**config.mk**
```make
export PLATFORM = sky130hd
export DESIGN_NAME = chain_toggle_sched
export DESIGN_NICKNAME = d
export VERILOG_FILES = /design/src/rtl/chain_sched_pkg.sv /design/src/rtl/chain_sync2.sv /design/src/rtl/chain_toggle_sched.sv
export SDC_FILE = /design/constraint.sdc
export NUM_CORES = 1
export LEC_CHECK = 0
export ABC_AREA = 1
export CORE_ASPECT_RATIO = 1.5
export CORE_MARGIN = 2
export CORE_UTILIZATION = 49
export DETAILED_ROUTE_END_ITERATION = 7
export HOLD_SLACK_MARGIN = 0.03
export PLACE_DENSITY = 0.81
export SETUP_SLACK_MARGIN = 0.02
export SYNTH_ARGS = -nofsm -noshare
export SYNTH_HDL_FRONTEND = slang
export SYNTH_SLANG_ARGS = --single-unit
```
**constraint.sdc**
```tcl
create_clock -name clk -period 2.75 [get_ports clk]
set_input_delay 0.825 -clock clk [delete_from_list [all_inputs] [get_ports clk]]
set_output_delay 0.825 -clock clk [all_outputs]
set_load 0.1 [all_outputs]
```
**src/rtl/chain_sched_pkg.sv**
```systemverilog
// Shared types and default widths for the delay-chain toggle scheduler.
package chain_sched_pkg;

  localparam int CNT_W_DEF = 16;
  localparam int LAT_W_DEF = 24;
  localparam int HB_W_DEF  = 20;

  // lat_min holds all-ones until the first edge of a run comes back
  localparam logic [LAT_W_DEF-1:0] LAT_INIT_MIN = '1;

  typedef enum logic [2:0] {
    S_IDLE,
    S_LAUNCH,
    S_WAIT,
    S_GAP,
    S_DONE
  } state_t;

endpackage

```
**src/rtl/chain_sync2.sv**
```systemverilog
// Two-flop synchroniser bringing the asynchronous chain output into the clk domain.
module chain_sync2 (
  input  logic clk,
  input  logic rst_n,
  input  logic d,
  output logic q
);

  logic meta;

  always_ff @(posedge clk or negedge rst_n) begin
    if (!rst_n) begin
      meta <= 1'b0;
      q    <= 1'b0;
    end else begin
      meta <= d;
      q    <= meta;
    end
  end

endmodule

```
**src/rtl/chain_toggle_sched.sv**
```systemverilog
// Launches a programmed number of edges into the delay chain and measures each round trip.
// Optional heartbeat pulse while busy is built when CHAIN_SCHED_HEARTBEAT_EN is defined.
module chain_toggle_sched
  import chain_sched_pkg::*;
#(
  parameter int CNT_W = CNT_W_DEF,
  parameter int LAT_W = LAT_W_DEF,
  parameter int HB_W  = HB_W_DEF
) (
  input  logic             clk,
  input  logic             rst_n,
  input  logic             start,
  input  logic             abort,
  input  logic [CNT_W-1:0] num_toggles,
  input  logic [CNT_W-1:0] period,
  input  logic [LAT_W-1:0] timeout,
  input  logic             chain_out,
  output logic             chain_in,
  output logic             busy,
  output logic             done,
  output logic             err_timeout,
  output logic             aborted,
  output logic [CNT_W-1:0] toggle_cnt,
  output logic [LAT_W-1:0] lat_last,
  output logic [LAT_W-1:0] lat_max,
  output logic [LAT_W-1:0] lat_min,
  output logic             heartbeat
);

  localparam logic [LAT_W-1:0] LAT_MIN_RST = {LAT_W{LAT_INIT_MIN[0]}};

  state_t           state, state_nxt;
  logic             sync_out;
  logic [CNT_W-1:0] n_tog_q, period_q, per_ctr, per_inc;
  logic [LAT_W-1:0] timeout_q, lat_ctr, lat_inc;
  logic             accept, launch, match, match_upd, to_hit, abort_hit;

  chain_sync2 u_sync (
    .clk   (clk),
    .rst_n (rst_n),
    .d     (chain_out),
    .q     (sync_out)
  );

  assign busy    = (state == S_LAUNCH) || (state == S_WAIT) || (state == S_GAP);
  assign done    = (state == S_DONE);
  assign match   = (sync_out == chain_in);
  assign lat_inc = (lat_ctr == '1) ? lat_ctr : lat_ctr + 1'b1;
  assign per_inc = (per_ctr == '1) ? per_ctr : per_ctr + 1'b1;

  always_comb begin
    state_nxt = state;
    accept    = 1'b0;
    launch    = 1'b0;
    match_upd = 1'b0;
    to_hit    = 1'b0;
    abort_hit = 1'b0;
    unique case (state)
      S_IDLE: begin
        if (start) begin
          accept    = 1'b1;
          state_nxt = (num_toggles == '0) ? S_DONE : S_LAUNCH;
        end
      end
      S_LAUNCH: begin
        launch    = 1'b1;
        state_nxt = S_WAIT;
      end
      S_WAIT: begin
        // a returning edge beats a timeout landing in the same cycle
        if (match) begin
          match_upd = 1'b1;
          if (toggle_cnt == n_tog_q)   state_nxt = S_DONE;
          else if (per_inc >= period_q) state_nxt = S_LAUNCH;
          else                          state_nxt = S_GAP;
        end else if (lat_ctr == timeout_q) begin
          to_hit    = 1'b1;
          state_nxt = S_DONE;
        end
      end
      S_GAP: begin
        if (per_inc >= period_q) state_nxt = S_LAUNCH;
      end
      S_DONE:  state_nxt = S_IDLE;
      default: state_nxt = S_IDLE;
    endcase
    if (abort && busy) begin
      abort_hit = 1'b1;
      launch    = 1'b0;
      match_upd = 1'b0;
      to_hit    = 1'b0;
      state_nxt = S_DONE;
    end
  end

  always_ff @(posedge clk or negedge rst_n) begin
    if (!rst_n) begin
      state       <= S_IDLE;
      chain_in    <= 1'b0;
      n_tog_q     <= '0;
      period_q    <= '0;
      timeout_q   <= '0;
      per_ctr     <= '0;
      lat_ctr     <= '0;
      toggle_cnt  <= '0;
      lat_last    <= '0;
      lat_max     <= '0;
      lat_min     <= LAT_MIN_RST;
      err_timeout <= 1'b0;
      aborted     <= 1'b0;
    end else begin
      state <= state_nxt;
      if (accept) begin
        n_tog_q     <= num_toggles;
        period_q    <= period;
        timeout_q   <= timeout;
        toggle_cnt  <= '0;
        lat_last    <= '0;
        lat_max     <= '0;
        lat_min     <= LAT_MIN_RST;
        err_timeout <= 1'b0;
        aborted     <= 1'b0;
      end
      if (launch) begin
        chain_in   <= ~chain_in;
        toggle_cnt <= toggle_cnt + 1'b1;
        lat_ctr    <= LAT_W'(1);
        per_ctr    <= CNT_W'(1);
      end
      if (state == S_WAIT) begin
        lat_ctr <= lat_inc;
        per_ctr <= per_inc;
      end
      if (state == S_GAP) per_ctr <= per_inc;
      if (match_upd) begin
        lat_last <= lat_ctr;
        if (lat_ctr > lat_max) lat_max <= lat_ctr;
        if (lat_ctr < lat_min) lat_min <= lat_ctr;
      end
      if (to_hit)    err_timeout <= 1'b1;
      if (abort_hit) aborted     <= 1'b1;
    end
  end

`ifdef CHAIN_SCHED_HEARTBEAT_EN
  logic [HB_W-1:0] hb_ctr;

  always_ff @(posedge clk or negedge rst_n) begin
    if (!rst_n)      hb_ctr <= '0;
    else if (accept) hb_ctr <= '0;
    else             hb_ctr <= hb_ctr + 1'b1;
  end

  assign heartbeat = busy && (hb_ctr == '1);
`else
  if (HB_W < 1) begin : g_hb_w_invalid
  end

  assign heartbeat = 1'b0;
`endif

endmodule
```
## After elaboration in Yosys (flattened, before gate mapping)

Index checks and enable logic that the tools add are counted.
Widths: inputs -> output; s select.

- Bits in registers: 192
- Logic and storage cells: 89

- Reduce and logical (&&, ||, !) cells: 13
- Eq/ne operators: 13
- Bitwise logic cells: 1
- $lt $le $gt $ge: 3
- Add/sub/neg operators: 3
- Multiplexer cells: 41

Operators with widths:

| kind | number |
|---|---|
| $mux 24 | 11 |
| $mux 16 | 6 |
| $add 16x1->16 const B | 2 |
| $add 24x1->24 const B | 1 |
| $eq 24x24->1 | 1 |
| $eq 24x24->1 const B | 1 |
| $gt 24x24->1 | 1 |
| $lt 24x24->1 | 1 |
| $mux 3 | 7 |
| $eq 16x16->1 | 1 |
| $eq 16x16->1 const B | 1 |
| $ge 16x16->1 | 1 |
| $logic_not 16->1 | 1 |
| $mux 1 | 15 |
| $pmux 3 s4 | 1 |
| $reduce_bool 2->1 | 5 |
| $eq 3x2->1 const B | 2 |
| $ne 4x2->1 const B | 1 |
| $eq 3x1->1 const B | 1 |
| $eq 3x3->1 const B | 1 |
| $logic_not 3->1 | 1 |
| $ne 3x1->1 const B | 1 |
| $ne 3x3->1 const B | 1 |
| $reduce_and 3->1 | 1 |
| other kinds (8) | 9 |

## Longest topological paths before layout

Gate-level depths: netlist of run 1.

- Word-level depth: 8
- Gate-level depth with buffers: 20
- Gate-level depth less buffers: 19

## By module

A second synthesis of run 1 with hierarchy kept.

- Cells, all modules: 1514
- Area total of the unflattened synthesis: 11283.3 µm²

Modules (own cells, without submodules):

| module | cells each | seq. area each (µm²) | area an instance (µm²) | instances |
|---|---|---|---|---|
| chain_toggle_sched | 1512 | 4784.6 | 11233.3 | 1 |
| chain_sync2 | 2 | 50.0 | 50.0 | 1 |

## Worst setup path before layout of run 1

No wires, ideal clock.

- Path type: flip-flop to output port
- Start: reg state[0]
- End: out done
- Stages on the path, launching flop included: 4
- Slack: 0.097 ns
- Required time: 1.925 ns
- Data arrival time: 1.828 ns
- Cell sequence: dfrtp_1 > nor2_1 > inv_1 > nor2_1

- Cells in the longest elaborated chain, start to end: 1

RTL lines:

| what | line | RTL |
|---|---|---|
| from (decl) | chain_toggle_sched.sv:32 | `state_t state, state_nxt;` |
| from (signal assigned) | chain_toggle_sched.sv:112 | `state <= state_nxt;` |
| $eq 3x3->1 | chain_toggle_sched.sv:46 | `assign done = (state == S_DONE);` |
| to (decl) | chain_toggle_sched.sv:20 | `output logic done,` |

No other way between the ends.

## Final worst setup path of run 1

- Start: reg per_ctr[0]
- End: reg state[2]

- Cells in the longest elaborated chain, start to end: 5
- Elaborated cells on any way between the ends: 6
- Those cells by class: add/sub: 1; order compare: 1; eq/ne: 2; mux: 1; reduce/logical: 1

RTL lines:

| what | line | RTL |
|---|---|---|
| from (decl) | chain_toggle_sched.sv:34 | `logic [CNT_W-1:0] n_tog_q, period_q, per_ctr, per_inc;` |
| from (signal assigned) | chain_toggle_sched.sv:132 | `per_ctr <= per_inc;` |
| from (signal assigned) | chain_toggle_sched.sv:134 | `if (state == S_GAP) per_ctr <= per_inc;` |
| $add 16x1->16 / $eq 16x16->1 (equally long branches) | chain_toggle_sched.sv:49 | `assign per_inc = (per_ctr == '1) ? per_ctr : per_ctr + 1'b1;` |
| $mux 16 (*) | chain_toggle_sched.sv:49 |  |
| $ge 16x16->1 (*) | chain_toggle_sched.sv:82 | `if (per_inc >= period_q) state_nxt = S_LAUNCH;` |
| $ne 3x1->1 (no source line) (*) | n/a |  |
| $reduce_and 3->1 (no source line) (*) | n/a |  |

Every way passes the cells marked *; elsewhere a longest branch is shown, timed or not.
A chain may end at the register's enable or synchronous reset.

==> flow_summary_export.csv, run 1 <==
group,metric,value,unit
status,outcome,"complete, no violations",
yosys,synthCells,1512,
final_layout,final_nets,1803,
setup_path,worstPathArrival,2.95,ns
sta,worst_pin_slew,0.544,ns
floorplan,start_util,49.6,%
yosys,yosysMostFrequentCell,"nand2_1",
min_path,min_path_type,"input pin to async pin",
floorplan,core-area,22800,µm²
setup_path,crit_path_end_kind,"flip-flop",
clock_tree,clock_sink_count,192,
global_routing,grt_overflow_total,0,
yosys,synth_fp_nets,1639,
global_routing,grt_max_degree,65,
global_routing,grtUsageTotal,26.3,%
flow_run,drv_cap,0,
placement,port_buffers,153,
power,leakage,7.37,nW
detailed_routing,antenna_left,0,
clock_tree,clkTransAtPathRegs,0.08,ns
yosys,ys_seq_area_share,42.8,%
sta,rsz0062_at_grt,"true",
floorplan,pin_count,155,
final_layout,drive_gt1_share,14.5,%
floorplan,die_h,190,µm
yosys,synthesis.area,11300,µm²
final_layout,layout.cells.non_filler,1969,
sta,slew_headroom,63.7,%
setup_path,path_class,"flip-flop to flip-flop",
yosys,synth.top_cell.area_share,37.2,%
yosys,synthFlopType,"dfrtp_1",
sta,slew_violations,0,
yosys,synth_area_leaders,"dfrtp_1, nand2_1, ha_1, inv_1, dfstp_2",
final_layout,diodes,0,
floorplan,dieWidth,128,µm
yosys,yosys.area.top_type,"dfrtp_1",
yosys,synth-edff-count,0,
placement,gp_congestion,0.951,
global_routing,antenna_found_initial,0,
detailed_routing,dr.pass1.iters,6,
clock_tree,cts_buffers,17,
clock_tree,cts_root_buffer,"clkbuf_16",
global_routing,grt_pass1_vias,10300,
sta,fmax,384,MHz
sta,hold_viol,0,
placement,placed_cell_area,13100,µm²
detailed_routing,drc,0,
setup_path,cp-start-kind,"flip-flop",
yosys,synth-seq-cells,192,
placement,dp_cells,1932,
global_routing,grt_pass1_wl,50.2,mm
clock_tree,clock_path_buffers,2,
power,ir_drop,0.00102,V
placement,dp_hpwl,23.1,mm
setup_path,cp_data_required_time,3.09,ns
yosys,avgSynthCellArea,7.48,µm²
power,p_per_area,981,nW/µm²
yosys,async_flop_share,100,%
final_layout,final_area,13800,µm²
yosys,ys_warn_count,0,
clock_tree,cts_tree,"built",
sta,period_minus_slack,2.61,ns
detailed_routing,totalWireLength,31.5,mm
final_layout,n_fill_cell,2007,
sta,skew,0.00939,ns
final_layout,area_growth,22.3,%
yosys,synthDistinctLibCells,47,
detailed_routing,dr.first_iter.drc_count,668,
detailed_routing,viasPerCell,5.31,
clock_tree,h-tree-depth,4,
clock_tree,insertion_delay,0.45,ns
yosys,synth_commonest_cells,"nand2_1, inv_1, dfrtp_1",
floorplan,die_area,24300,µm²
floorplan,rows,68,
sta,period_share,94.7,%
setup_path,path_max_fanout,5,
power,finalPower,13.6,mW
sta,setup_violations,0,
detailed_routing,via_count,10500,
detailed_routing,avgRoutedWirePerCell,16.0,µm
-- worst max-delay path: stages, from the launching register on --
cell and delay [ns]:
dfrtp_1 0.40, ha_4 0.17, nand2_2 0.08, nor3_4 0.22, nand3_2 0.14, nor2_4 0.26
buf_6 0.16, xor2_4 0.16, ha_1 0.17, inv_1 0.04, nand2_1 0.05, nand2_1 0.05
nand2_1 0.05, nand2_1 0.05, nand2_1 0.06, nand2_1 0.07, nand2_2 0.06, nand4_1 0.14
nand3_1 0.12, nor2_1 0.05
-- stage by stage --
| step | setup slack, ns | setup TNS, ns | hold WS, ns | util, % |
|---|---|---|---|---|
| 5_1_grt | -0.0608 | -0.121 | 0.376 | 60.7 |
| 3_5_place_dp | -0.0173 | -0.0323 | 0.353 | 57.3 |
| 3_3_place_gp | 0.100 | 0 | 0.334 | 57.3 |
| 2_1_floorplan | 0.0974 | 0 | 0.331 | - |
| 6_report | 0.144 | 0 | 0.340 | 60.7 |
| 4_1_cts | 0.0361 | 0 | 0.364 | 60.0 |
-- state kept, by name, indices dropped and copies added (netlist names) --
signal       cells
per_ctr         16
lat_last        24
lat_max         24
err_timeout      1
period_q        16
toggle_cnt      16
u_sync.q         1
lat_min         24
n_tog_q         16
state            3
lat_ctr         24
u_sync.meta      1
timeout_q       24
chain_in         1
aborted          1
-- kinds of logic after synthesis --
| logic type | share of synthesized area, % |
|---|---|
| adder cells (fa/ha/maj) | 7.30 |
| XOR/XNOR | 3.55 |
| AND/OR/NAND/NOR | 28.7 |
| flip-flops | 42.8 |
| other | 0.0332 |
| AO/OA/AOI/OAI | 7.99 |
| buffers and inverters | 9.68 |
-- path summary, 6_finish.rpt --
kind / to / cells after the start / slack, ns / start
setup / recovery: state[2] / 19 / 0.14 / per_ctr[0]
hold / removal: toggle_cnt[8] / 1 / 0.34 / rst_n
setup reg to reg: state[2] / 19 / 0.14 / per_ctr[0]
hold reg to reg: u_sync.q / 0 / 0.37 / u_sync.meta
max in group asynchronous: lat_min[1] / 2 / 1.66 / rst_n
min in group clk: u_sync.q / 0 / 0.37 / u_sync.meta
-- placed cells by master, fill, tap and decap left out, types with 4 or more instances in the layout --
master           count
nand2_2              6
nor2_1              84
dfrtp_1            168
dfstp_2             24
nand2_1            482
clkdlybuf4s50_1     59
a21oi_1             35
o21ai_0             90
a21o_1               4
inv_2                4
nor3_1              22
nor4_1               4
o21ai_1             13
nand3_1            109
xor2_1              42
clkbuf_16           17
inv_1              208
nand4_1             33
buf_4              142
o22ai_1             11
ha_1                65
inv_6                5
-- timing repair --
action | 4_1_cts | 5_1_grt
resized for setup | 1 | 28
hold buffers | 0 | 0
gates cloned | 0 | 0
setup buffers | 0 | 5
setup endpoints to repair | 2 | 3
pin swaps | 0 | 10
-- power breakdown --
group	internal [mW]	switching (mW)	leakage [nW]
registers	3.66	0.635	2.48
clock network	1.40	1.22	0.290
logic	1.97	4.67	4.60
total	7.03	6.53	7.37
-- cell type report --
type | instances | area, µm² | share of cell area [%]
multi-input combinational | 1046 | 5490 | 39.7
sequential | 192 | 4830 | 35.0
timing repair buffer | 206 | 1740 | 12.6
inverter | 213 | 802 | 5.80
clock buffer | 18 | 439 | 3.18
tap | 280 | 350 | 2.53
clock inverter | 14 | 169 | 1.22
-- metal layers --
metal,global-route usage (%),wire length [µm]
met2,47.3,16700
met1,29.3,11800
met3,3.77,1480
met5,0,0
met4,15.3,1490
Power figures use the tool's default switching activity.
==> run 2: changes to the inputs <==
--- a/config.mk
+++ b/config.mk
@@ -8,2 +8,3 @@
 export ABC_AREA = 1
+export CAP_MARGIN = 20
 export CORE_ASPECT_RATIO = 1.5
==> constraint.sdc (replaced) <==
create_clock -name clk -period 2.75 [get_ports clk]
set_input_delay 0.6875 -clock clk [delete_from_list [all_inputs] [get_ports clk]]
set_output_delay 0.6875 -clock clk [all_outputs]
set_load 0.1 [all_outputs]
==> flow_summary_export.csv, run 2 (same netlist as run 1, synthesis figures left out) <==
group,metric,value,unit
status,outcome,"complete, no violations",
setup_path,worstPathArrival,2.90,ns
global_routing,grtUsageTotal,25.5,%
power,finalPower,13.3,mW
min_path,min_path_type,"input pin to async pin",
clock_tree,cts_tree,"built",
clock_tree,clkTransAtPathRegs,0.07,ns
power,leakage,7.28,nW
floorplan,dieWidth,128,µm
global_routing,antenna_found_initial,0,
sta,holdWs,0.240,ns
detailed_routing,viasPerCell,5.31,
sta,rsz0062_at_grt,"true",
sta,slew_headroom,62.8,%
detailed_routing,drc,0,
clock_tree,cts_buffers,17,
setup_path,path_max_fanout,34,
sta,fmax,384,MHz
detailed_routing,avgRoutedWirePerCell,15.6,µm
setup_path,startpoint,"lat_ctr[1]",
sta,worst_pin_slew,0.558,ns
placement,port_buffers,153,
power,ir_drop,0.000973,V
floorplan,rows,68,
floorplan,start_util,49.6,%
sta,hold_viol,0,
clock_tree,clock_sink_count,192,
sta,setup_violations,0,
sta,fin_setup_tns,0,ns
final_layout,mostFrequentLayoutCells,"nand2_1, inv_1, dfrtp_1",
global_routing,grt_pass1_vias,9837,
sta,skew,0.00836,ns
setup_path,regToRegSetupSlack,0.15,ns
clock_tree,cts_root_buffer,"clkbuf_16",
final_layout,layout_commonest_cell,"nand2_1",
setup_path,critPathSlowestCell,"dfrtp_1",
placement,dp_hpwl,22.7,mm
setup_path,cp_common_cell,"nand2_1",
setup_path,cp-start-kind,"flip-flop",
setup_path,timing.rr.start,"lat_ctr[1]",
sta,slew_violations,0,
sta,period_share,94.6,%
placement,gp_congestion,0.947,
clock_tree,clock_path_buffers,2,
setup_path,crit_path_end_kind,"flip-flop",
global_routing,grt_pass1_wl,48.8,mm
detailed_routing,dr.first_iter.drc_count,731,
setup_path,slowest_delay,0.51,ns
setup_path,cp_data_required_time,3.05,ns
detailed_routing,totalWireLength,30.4,mm
clock_tree,insertion_delay,0.44,ns
detailed_routing,via_count,10400,
detailed_routing,dr.pass1.iters,5,
final_layout,diodes,0,
global_routing,grt_overflow_total,0,
power,p_per_area,970,nW/µm²
flow_run,drv_cap,0,
floorplan,core-area,22800,µm²
floorplan,die_area,24300,µm²
global_routing,grt_max_degree,113,
final_layout,area_growth,20.9,%
detailed_routing,antenna_left,0,
setup_path,critical_path.top_delay_family,"simple AND/OR/NAND/NOR gates",
floorplan,die_h,190,µm
sta,period_minus_slack,2.60,ns
setup_path,cp_num_buf_inv,0,
final_layout,final_nets,1791,
setup_path,path_class,"flip-flop to flip-flop",
floorplan,pin_count,155,
clock_tree,h-tree-depth,4,
setup_path,path_cells,"ha_1, nand2_1, nor2_1, nand2_1, nor2_1, nand2_1, nand2_2, nand2_4, nand4_1, o21ai_1",
final_layout,drive_gt1_share,13.4,%
==> run 2: area by class of cell <==
| class | count | area [µm²] |
|---|---|---|
| clock buffer | 19 | 443 |
| clock inverter | 13 | 139 |
| fill | 2091 | 9130 |
| inverter | 213 | 800 |
| multi-input combinational | 1046 | 5440 |
| sequential | 192 | 4830 |
| tap | 280 | 350 |
| timing repair buffer | 194 | 1670 |
==> run 2: where the power goes <==
group | switching (mW) | total [mW] | internal [mW] | leakage [nW]
Sequential | 0.623 | 4.29 | 3.66 | 2.48
Combinational | 4.64 | 6.50 | 1.86 | 4.52
Clock | 1.11 | 2.48 | 1.36 | 0.283
Total | 6.37 | 13.3 | 6.89 | 7.28
==> run 2: timing repair <==
item / 4_1_cts / 5_1_grt
resized for setup: 0 / 14
buffers inserted: 0 / 1
setup endpoints to repair: 0 / 3
hold buffers: 0 / 0
==> run 2: worst paths after layout <==
check	end	depth (start not counted)
setup / recovery	lat_ctr[5]	10
hold / removal	toggle_cnt[8]	1
setup reg to reg	lat_ctr[5]	10
hold reg to reg	u_sync.q	0
max in group asynchronous	lat_min[10]	2
min in group clk	u_sync.q	0
==> run 2: stage by stage <==
step | worst slack [ns] | util (%) | cells | instance area, µm²
floorplan | 0.144 | - | 1512 | 11300
global placement | 0.118 | 57.2 | 1924 | 13000
CTS | 0.0563 | 59.7 | 1956 | 13600
finish | 0.148 | 60.0 | 1957 | 13700
detailed placement | 0.0547 | 57.2 | 1924 | 13000
global route | -0.00635 | 60.0 | 1957 | 13700
==> run 2: worst reg2reg max path: stages, from the launching register on <==
cell	delay, ns
dfrtp_1	0.51
ha_1	0.29
nand2_1	0.12
nor2_1	0.31
nand2_1	0.15
nor2_1	0.30
nand2_1	0.11
nand2_2	0.17
nand2_4	0.25
nand4_1	0.16
o21ai_1	0.10
==> run 2: routing by layer <==
metal | global-route usage [%] | share of wire [%] | wire [µm] | vias up
li1 | - | - | - | 5088
met1 | 29.7 | 38 | 11700 | 4852
met2 | 44.4 | 51 | 15600 | 338
met3 | 3.46 | 4.7 | 1420 | 105
met4 | 15.1 | 5.7 | 1740 | 0
met5 | 0 | 0 | 0 | -
==> run 3: changes to the inputs <==
Settings changed: SLEW_MARGIN set to 20.
==> results of run 3 <==
The final DEF is identical to that of run 2; final timing and power are the same.
